`src/rtl/csa_pipe_addsub_if.sv`:
```
// Operand/result handshake bundle for the pipelined carry-select adder/subtractor.
// The slave side is the adder; the master side is whoever feeds operands and drains results.
interface csa_pipe_addsub_if #(
  parameter int WIDTH = 16
);
  logic             in_valid;
  logic             in_ready;
  logic [WIDTH-1:0] a;
  logic [WIDTH-1:0] b;
  logic             cin;
  logic             sub;
  logic             out_valid;
  logic             out_ready;
  logic [WIDTH-1:0] sum;
  logic             cout;
  logic             ovf;

  modport master (
    output in_valid, a, b, cin, sub, out_ready,
    input  in_ready, out_valid, sum, cout, ovf
  );

  modport slave (
    input  in_valid, a, b, cin, sub, out_ready,
    output in_ready, out_valid, sum, cout, ovf
  );
endinterface

```
`src/rtl/csa_pipe_addsub.sv`:
```
// Three-stage carry-select adder/subtractor: operand capture, dual-hypothesis block sums,
// then a carry-select mux chain. The whole pipeline freezes while a result waits downstream.
module csa_pipe_addsub #(
  parameter int WIDTH = 16,
  parameter int BLOCK = 4
) (
  input logic             clk,
  input logic             rst_n,
  csa_pipe_addsub_if.slave bus
);
  localparam int NBLK = WIDTH / BLOCK;

  if (WIDTH < 2 || BLOCK < 1 || (WIDTH % BLOCK) != 0) begin : g_bad_param
    $error("csa_pipe_addsub: WIDTH must be >= 2 and an exact multiple of BLOCK");
  end

  logic                        stall_s;
  logic                        adv_s;
  logic                        v1_r, v2_r, v3_r;
  logic [WIDTH-1:0]            a1_r, bx1_r;
  logic                        c01_r;
  logic [NBLK-1:0][BLOCK:0]    blk0_s, blk1_s;
  logic [NBLK-1:0][BLOCK-1:0]  s0_2_r, s1_2_r;
  logic [NBLK-1:0]             k0_2_r, k1_2_r;
  logic                        c0_2_r, amsb_2_r, bxmsb_2_r;
  logic [WIDTH-1:0]            sum_s;
  logic                        cout_s, ovf_s;
  logic [WIDTH-1:0]            sum_r;
  logic                        cout_r, ovf_r;

  assign stall_s       = v3_r && !bus.out_ready;
  assign adv_s         = !stall_s;
  assign bus.in_ready  = adv_s;
  assign bus.out_valid = v3_r;
  assign bus.sum       = sum_r;
  assign bus.cout      = cout_r;
  assign bus.ovf       = ovf_r;

  for (genvar k = 0; k < NBLK; k++) begin : g_blk
    assign blk0_s[k] = {1'b0, a1_r[k*BLOCK +: BLOCK]} + {1'b0, bx1_r[k*BLOCK +: BLOCK]};
    assign blk1_s[k] = blk0_s[k] + {{BLOCK{1'b0}}, 1'b1};
  end

  // Carry-select chain: the real carry ripples through the muxes, not through adders.
  always_comb begin
    logic c_v;
    c_v   = c0_2_r;
    sum_s = '0;
    for (int k = 0; k < NBLK; k++) begin
      if (c_v) begin
        sum_s[k*BLOCK +: BLOCK] = s1_2_r[k];
        c_v                     = k1_2_r[k];
      end else begin
        sum_s[k*BLOCK +: BLOCK] = s0_2_r[k];
        c_v                     = k0_2_r[k];
      end
    end
    cout_s = c_v;
    ovf_s  = (amsb_2_r == bxmsb_2_r) && (sum_s[WIDTH-1] != amsb_2_r);
  end

  // Stage 1: capture operands, folding subtraction into inverted b and inverted borrow.
  always_ff @(posedge clk or negedge rst_n) begin
    if (!rst_n) begin
      v1_r  <= 1'b0;
      a1_r  <= '0;
      bx1_r <= '0;
      c01_r <= 1'b0;
    end else if (adv_s) begin
      v1_r <= bus.in_valid;
      if (bus.in_valid) begin
        a1_r  <= bus.a;
        bx1_r <= bus.sub ? ~bus.b : bus.b;
        c01_r <= bus.sub ? ~bus.cin : bus.cin;
      end
    end
  end

  // Stage 2: register both carry-in hypotheses of every block.
  always_ff @(posedge clk or negedge rst_n) begin
    if (!rst_n) begin
      v2_r      <= 1'b0;
      s0_2_r    <= '0;
      s1_2_r    <= '0;
      k0_2_r    <= '0;
      k1_2_r    <= '0;
      c0_2_r    <= 1'b0;
      amsb_2_r  <= 1'b0;
      bxmsb_2_r <= 1'b0;
    end else if (adv_s) begin
      v2_r <= v1_r;
      if (v1_r) begin
        for (int k = 0; k < NBLK; k++) begin
          s0_2_r[k] <= blk0_s[k][BLOCK-1:0];
          k0_2_r[k] <= blk0_s[k][BLOCK];
          s1_2_r[k] <= blk1_s[k][BLOCK-1:0];
          k1_2_r[k] <= blk1_s[k][BLOCK];
        end
        c0_2_r    <= c01_r;
        amsb_2_r  <= a1_r[WIDTH-1];
        bxmsb_2_r <= bx1_r[WIDTH-1];
      end
    end
  end

  // Stage 3: register the selected result, carry-out and signed overflow.
  always_ff @(posedge clk or negedge rst_n) begin
    if (!rst_n) begin
      v3_r   <= 1'b0;
      sum_r  <= '0;
      cout_r <= 1'b0;
      ovf_r  <= 1'b0;
    end else if (adv_s) begin
      v3_r <= v2_r;
      if (v2_r) begin
        sum_r  <= sum_s;
        cout_r <= cout_s;
        ovf_r  <= ovf_s;
      end
    end
  end
endmodule

```
`src/flat_wrapper.sv`:
```
// flat-port wrapper written by rule: the top's interface ports become plain ports
module csa_pipe_addsub_flat 
#(
  parameter int WIDTH = 16,
  parameter int BLOCK = 4
)
  (clk, rst_n, bus_in_valid, bus_a, bus_b, bus_cin, bus_sub, bus_out_ready, bus_in_ready, bus_out_valid, bus_sum, bus_cout, bus_ovf);
  csa_pipe_addsub_if #(.WIDTH(WIDTH)) bus_i ();
  input logic clk;
  input logic rst_n;
  input wire logic [$bits(bus_i.in_valid)-1:0] bus_in_valid;
  input wire logic [$bits(bus_i.a)-1:0] bus_a;
  input wire logic [$bits(bus_i.b)-1:0] bus_b;
  input wire logic [$bits(bus_i.cin)-1:0] bus_cin;
  input wire logic [$bits(bus_i.sub)-1:0] bus_sub;
  input wire logic [$bits(bus_i.out_ready)-1:0] bus_out_ready;
  output wire logic [$bits(bus_i.in_ready)-1:0] bus_in_ready;
  output wire logic [$bits(bus_i.out_valid)-1:0] bus_out_valid;
  output wire logic [$bits(bus_i.sum)-1:0] bus_sum;
  output wire logic [$bits(bus_i.cout)-1:0] bus_cout;
  output wire logic [$bits(bus_i.ovf)-1:0] bus_ovf;
  assign bus_i.in_valid = bus_in_valid;
  assign bus_i.a = bus_a;
  assign bus_i.b = bus_b;
  assign bus_i.cin = bus_cin;
  assign bus_i.sub = bus_sub;
  assign bus_i.out_ready = bus_out_ready;
  assign bus_in_ready = bus_i.in_ready;
  assign bus_out_valid = bus_i.out_valid;
  assign bus_sum = bus_i.sum;
  assign bus_cout = bus_i.cout;
  assign bus_ovf = bus_i.ovf;
  csa_pipe_addsub #(.WIDTH(WIDTH), .BLOCK(BLOCK)) u_core (.clk(clk), .rst_n(rst_n), .bus(bus_i));
endmodule
```
`config.mk`:
```
export PLATFORM = sky130hd
export DESIGN_NAME = csa_pipe_addsub_flat
export DESIGN_NICKNAME = d
export VERILOG_FILES = /design/src/rtl/csa_pipe_addsub_if.sv /design/src/rtl/csa_pipe_addsub.sv /design/src/flat_wrapper.sv
export SDC_FILE = /design/constraint.sdc
export NUM_CORES = 1
export LEC_CHECK = 0
export CAP_MARGIN = 20
export CORE_UTILIZATION = 25
export CTS_CLUSTER_DIAMETER = 50
export DETAILED_ROUTE_END_ITERATION = 7
export PLACE_DENSITY = 0.5
export SLEW_MARGIN = 20
export SYNTH_ARGS = -nofsm -noshare
export SYNTH_HDL_FRONTEND = slang
export SYNTH_SLANG_ARGS = --single-unit
export TNS_END_PERCENT = 100
```
`constraint.sdc`:
```
create_clock -name clk -period 2.5 [get_ports clk]
set_clock_uncertainty 0.15 [all_clocks]
set_input_delay 0.375 -clock clk [delete_from_list [all_inputs] [get_ports clk]]
set_output_delay 0.375 -clock clk [all_outputs]
set_load 0.02 [all_outputs]
```
After elaboration in Yosys (flattened, before gate mapping)

Cells that the tools add are included.

Register bits after elaboration: 97
Bits in latches: 0
Bits in writable memories: 0
ROM bits: 0
Input bits: 38
Memories kept: 0

Add/subtract/negate cells: 8
Multiply operators: 0
Div/mod/pow operators: 0
$lt $le $gt $ge: 0
Eq/ne operators: 2
Shift operators: 0
Mux-type cells: 10
Bitwise gates (word level): 3
Reduce and logical (&&, ||, !) cells: 7

Operators with widths:

| operator                                                      | count |
|---|---|
| 4-bit by 4-bit adder with 5-bit output                        | 4 |
| 5-bit by 1-bit adder with 5-bit output, second input constant | 4 |
| 16-bit two-way mux                                            | 1 |
| 4-bit two-way mux                                             | 4 |
| 16-bit inverter                                               | 1 |
| 2-bit AND reduction                                           | 3 |
| 1-bit two-way mux                                             | 5 |
| 1-bit logical AND                                             | 2 |
| 1-bit logical NOT                                             | 2 |
| 1-bit inverter                                                | 2 |
| 1-bit equality test                                           | 1 |
| 1-bit inequality test                                         | 1 |

Longest topological paths before layout

Depth after elaboration: 6
Gate-level depth with buffers: 10
Mapped depth without buffers: 10

Worst setup path before layout

Ideal clock, no wire load.

Path kind: register to register
From: register u_core.bx1_r[4]
To: register u_core.k1_2_r[1]
Library setup time: 83 ps
Arrival: 1886 ps
Slack: 381 ps
Stages on the path, launching flop included: 11
Period minus slack after synthesis: 2119 ps
Cells stage by stage: dfrtp_1 -> ha_1 -> inv_1 -> fa_1 -> inv_1 -> ha_1 -> nand4_1 -> mux2i_1 -> a31oi_1 -> xor2_1 -> o21ai_0

RTL lines:

| item                           | RTL line              | RTL |
|---|---|---|
| start: declaration             | csa_pipe_addsub.sv:20 | `logic [WIDTH-1:0] a1_r, bx1_r;` |
| start signal: assignment       | csa_pipe_addsub.sv:73 | `bx1_r <= bus.sub ? ~bus.b : bus.b;` |
| end signal: indexed assignment | csa_pipe_addsub.sv:97 | `k1_2_r[k] <= blk1_s[k][BLOCK];` |
| end: declaration               | csa_pipe_addsub.sv:24 | `logic [NBLK-1:0] k0_2_r, k1_2_r;` |

==> flow_metrics.py <==
metrics = {
    "run_status": {
        "status": "finished clean",
    },
    "synth": {
        "synth_area_per_cell_um2": 10.0,
        "async_flop_share": 1.00,
        "netlist.area_leader.share": 0.509,
        "synth_edf_count": 0,
        "yosysWarnings": 0,
        "ys_seq_area_frac": 0.509,
        "synth_area_leaders": "dfrtp_1, nand2_1, ha_1",
        "synthDistinctLibCells": 36,
        "yosysMostFrequentCell": "nand2_1",
        "synthTopCellsByCount": "nand2_1, dfrtp_1, o21ai_0",
        "netlist_instances": 475,
        "synth_nets": 537,
        "synth_area_leader_cell": "dfrtp_1",
        "yosys_register_bits": 97,
        "syn_area_mm2": 0.00477,
        "synth_ff_type": "dfrtp_1",
    },
    "die": {
        "dieArea_mm2": 0.0196,
        "coreArea_mm2": 0.0187,
        "start_util": 0.255,
        "die_h_um": 140,
        "fp.dieW_um": 140,
        "ios": 58,
        "num_rows": 50,
    },
    "critical_path": {
        "worstPathRequired_ns": 2.62,
        "crit_arrival_ns": 2.39,
        "r2r-start": "u_core.bx1_r[4]",
        "regToRegSetupSlack_ns": 0.23,
        "r2r_end": "u_core.k1_2_r[1]",
        "crit_fanout": 4,
        "critPathCaptureType": "flop",
        "reg2regPathDepth": 10,
        "criticalPathCategory": "reg -> reg",
        "start_kind": "flop",
    },
    "routing": {
        "wl_mm": 9.74,
        "vias": 3299,
        "drt_iter0_drc": 119,
        "routed_via_density": 4.27,
        "post_drt_wl_per_cell_um": 12.6,
        "dr.pass1.iters": 4,
        "antenna_left": 0,
        "drc_errors": 0,
    },
    "cts": {
        "clk_pin_slew_ns": 0.06,
        "post_cts_resize_count": 0,
        "cts_root_buffer": "clkbuf_16",
        "cts_tree": "yes",
        "htree_levels": 3,
        "numCtsBuffers": 9,
        "worstSkewPairLatency_ns": 0.35,
        "clock_path_buffers": 2,
        "cts_sinks": 97,
    },
    "grt": {
        "grt_usage": 0.108,
        "grt_first_pass_wirelength_mm": 16.6,
        "grt_max_degree": 73,
        "grt_overflow_total": 0,
        "antenna_found_initial": 0,
        "grt_pass1_vias": 3247,
    },
    "cells_and_area": {
        "finalNetCount": 596,
        "n_fill_cell": 1951,
        "syn2layout_area_growth_pct": 25.9,
        "instances_no_fill": 772,
        "drive_gt1_frac": 0.0874,
        "diodes": 0,
    },
    "placed_design": {
        "dp_hpwl_mm": 7.34,
        "numPortBuffers": 57,
        "gp_congestion": 0.798,
        "dp_cells": 756,
    },
    "timing": {
        "min_period_ns": 2.27,
        "rsz0062_at_grt": "no",
        "slew_headroom": 0.689,
        "finalMaxSlewViolations": 0,
        "fmax_ghz": 0.440,
        "worst_pin_slew_ns": 0.463,
        "fin_setup_tns_ns": 0,
        "hold_viol": 0,
        "finalCritPeriodShare": 0.910,
        "setup_viol": 0,
    },
    "power_and_ir_drop": {
        "peakVddDrop_v": 0.000420,
        "p_per_area_mw_per_mm2": 1220,
        "p_leak_nw": 2.70,
    },
    "flow_run": {
        "maxCapViolCount": 0,
    },
    "hold_path": {
        "hp-class": "reg -> reg",
        "min_to": "u_core.s1_2_r[13]",
        "whs_path_depth": 2,
        "hold_path.startpoint": "u_core.s1_2_r[13]",
    },
}
==> sequential cells by signal, indices dropped and copies added (netlist names) <==
register	flops
u_core.a1_r	16
u_core.amsb_2_r	1
u_core.bus.cout	1
u_core.bus.out_valid	1
u_core.bus.ovf	1
u_core.bus.sum	16
u_core.bx1_r	16
u_core.bxmsb_2_r	1
u_core.c01_r	1
u_core.c0_2_r	1
u_core.k0_2_r	4
u_core.k1_2_r	4
u_core.s0_2_r	16
u_core.s1_2_r	16
u_core.v1_r	1
u_core.v2_r	1
==> worst max-delay path: stages, from the launching register on <==
cell and delay (ns):
dfrtp_1 0.39, ha_1 0.23, inv_1 0.08, fa_1 0.42
inv_1 0.09, ha_1 0.22, nand4_1 0.11, mux2i_1 0.16
a31oi_1 0.07, xor2_1 0.16, o21ai_0 0.13
==> layer usage <==
layer | up-vias | wire [um] | GRT usage
met1 | 1520 | 5350 | 0.157
li1 | 1711 | - | -
met5 | - | 0 | 0
met2 | 56 | 3930 | 0.152
met4 | 0 | 204 | 0.0538
met3 | 12 | 248 | 0.0209
==> per-stage QoR <==
stage	worst slack, ns	cell area (um^2)	utilization	total power, mW	hold WS [ns]
4_1_cts	0.223	6000	0.321	7.42	0.330
3_3_place_gp	0.308	5660	0.303	5.75	0.165
6_report	0.225	6000	0.321	7.30	0.323
2_1_floorplan	0.381	4770	-	4.78	-0.0706
3_5_place_dp	0.221	5660	0.303	5.83	0.172
5_1_grt	0.0626	6000	0.321	7.92	0.346
==> cells by family after synthesis <==
family | synth area share
adder cells (fa/ha/maj) | 0.0693
flip-flops | 0.509
multiplexers | 0.0821
XOR/XNOR | 0.0643
AO/OA/AOI/OAI | 0.0982
buffers and inverters | 0.0270
AND/OR/NAND/NOR | 0.150
==> worst max-delay path by stage <==
stage / depth (start not counted) / slack [ns] / end / start
global placement: 10 / 0.31 / u_core.k1_2_r[1] / u_core.bx1_r[4]
finish: 10 / 0.23 / u_core.k1_2_r[1] / u_core.bx1_r[4]
detailed placement: 10 / 0.22 / u_core.k1_2_r[1] / u_core.bx1_r[4]
CTS: 10 / 0.22 / u_core.k1_2_r[1] / u_core.bx1_r[4]
global route: 10 / 0.06 / u_core.k1_2_r[1] / u_core.bx1_r[4]
floorplan: 10 / 0.38 / u_core.k1_2_r[1] / u_core.bx1_r[4]
==> layout make-up <==
type,instances,area [um^2],share of cell area
timing repair buffer,69,698,0.116
tap,234,293,0.0488
clock inverter,6,108,0.0179
clock buffer,9,225,0.0375
multi-input combinational,346,2210,0.368
inverter,11,41.3,0.00688
sequential,97,2430,0.404
==> cells in the final DEF, fill, tap and decap left out, types with 3 or more instances in the layout <==
| master | count |
|---|---|
| o211ai_1 | 4 |
| xnor2_1 | 25 |
| bufinv_16 | 3 |
| a21oi_1 | 11 |
| clkdlybuf4s50_1 | 56 |
| and2_1 | 6 |
| a21o_1 | 8 |
| clkbuf_16 | 9 |
| mux2i_1 | 14 |
| nand3_1 | 7 |
| mux2_2 | 17 |
| dfrtp_1 | 97 |
| buf_12 | 3 |
| fa_1 | 4 |
| a31oi_1 | 7 |
| xor2_1 | 10 |
| nor2_1 | 17 |
| o21ai_1 | 4 |
| nand2_1 | 123 |
| nor2b_1 | 4 |
| inv_1 | 11 |
| buf_4 | 9 |
| ha_1 | 20 |
| nand2b_1 | 4 |
| o21ai_0 | 43 |
==> what timing repair did <==
action,4_1_cts,5_1_grt
hold buffers,1,0
setup endpoints to repair,0,0
buffers inserted,0,0
hold endpoints to repair,25,0
==> power by group <==
part / total [mW] / leakage [nW] / switching, mW / internal [mW]
Sequential: 2.63 / 1.18 / 0.436 / 2.20
Combinational: 3.12 / 1.36 / 1.67 / 1.45
Clock: 1.54 / 0.161 / 0.577 / 0.968
Total: 7.30 / 2.70 / 2.68 / 4.62
Note: power is estimated with default switching activity, not from simulation.
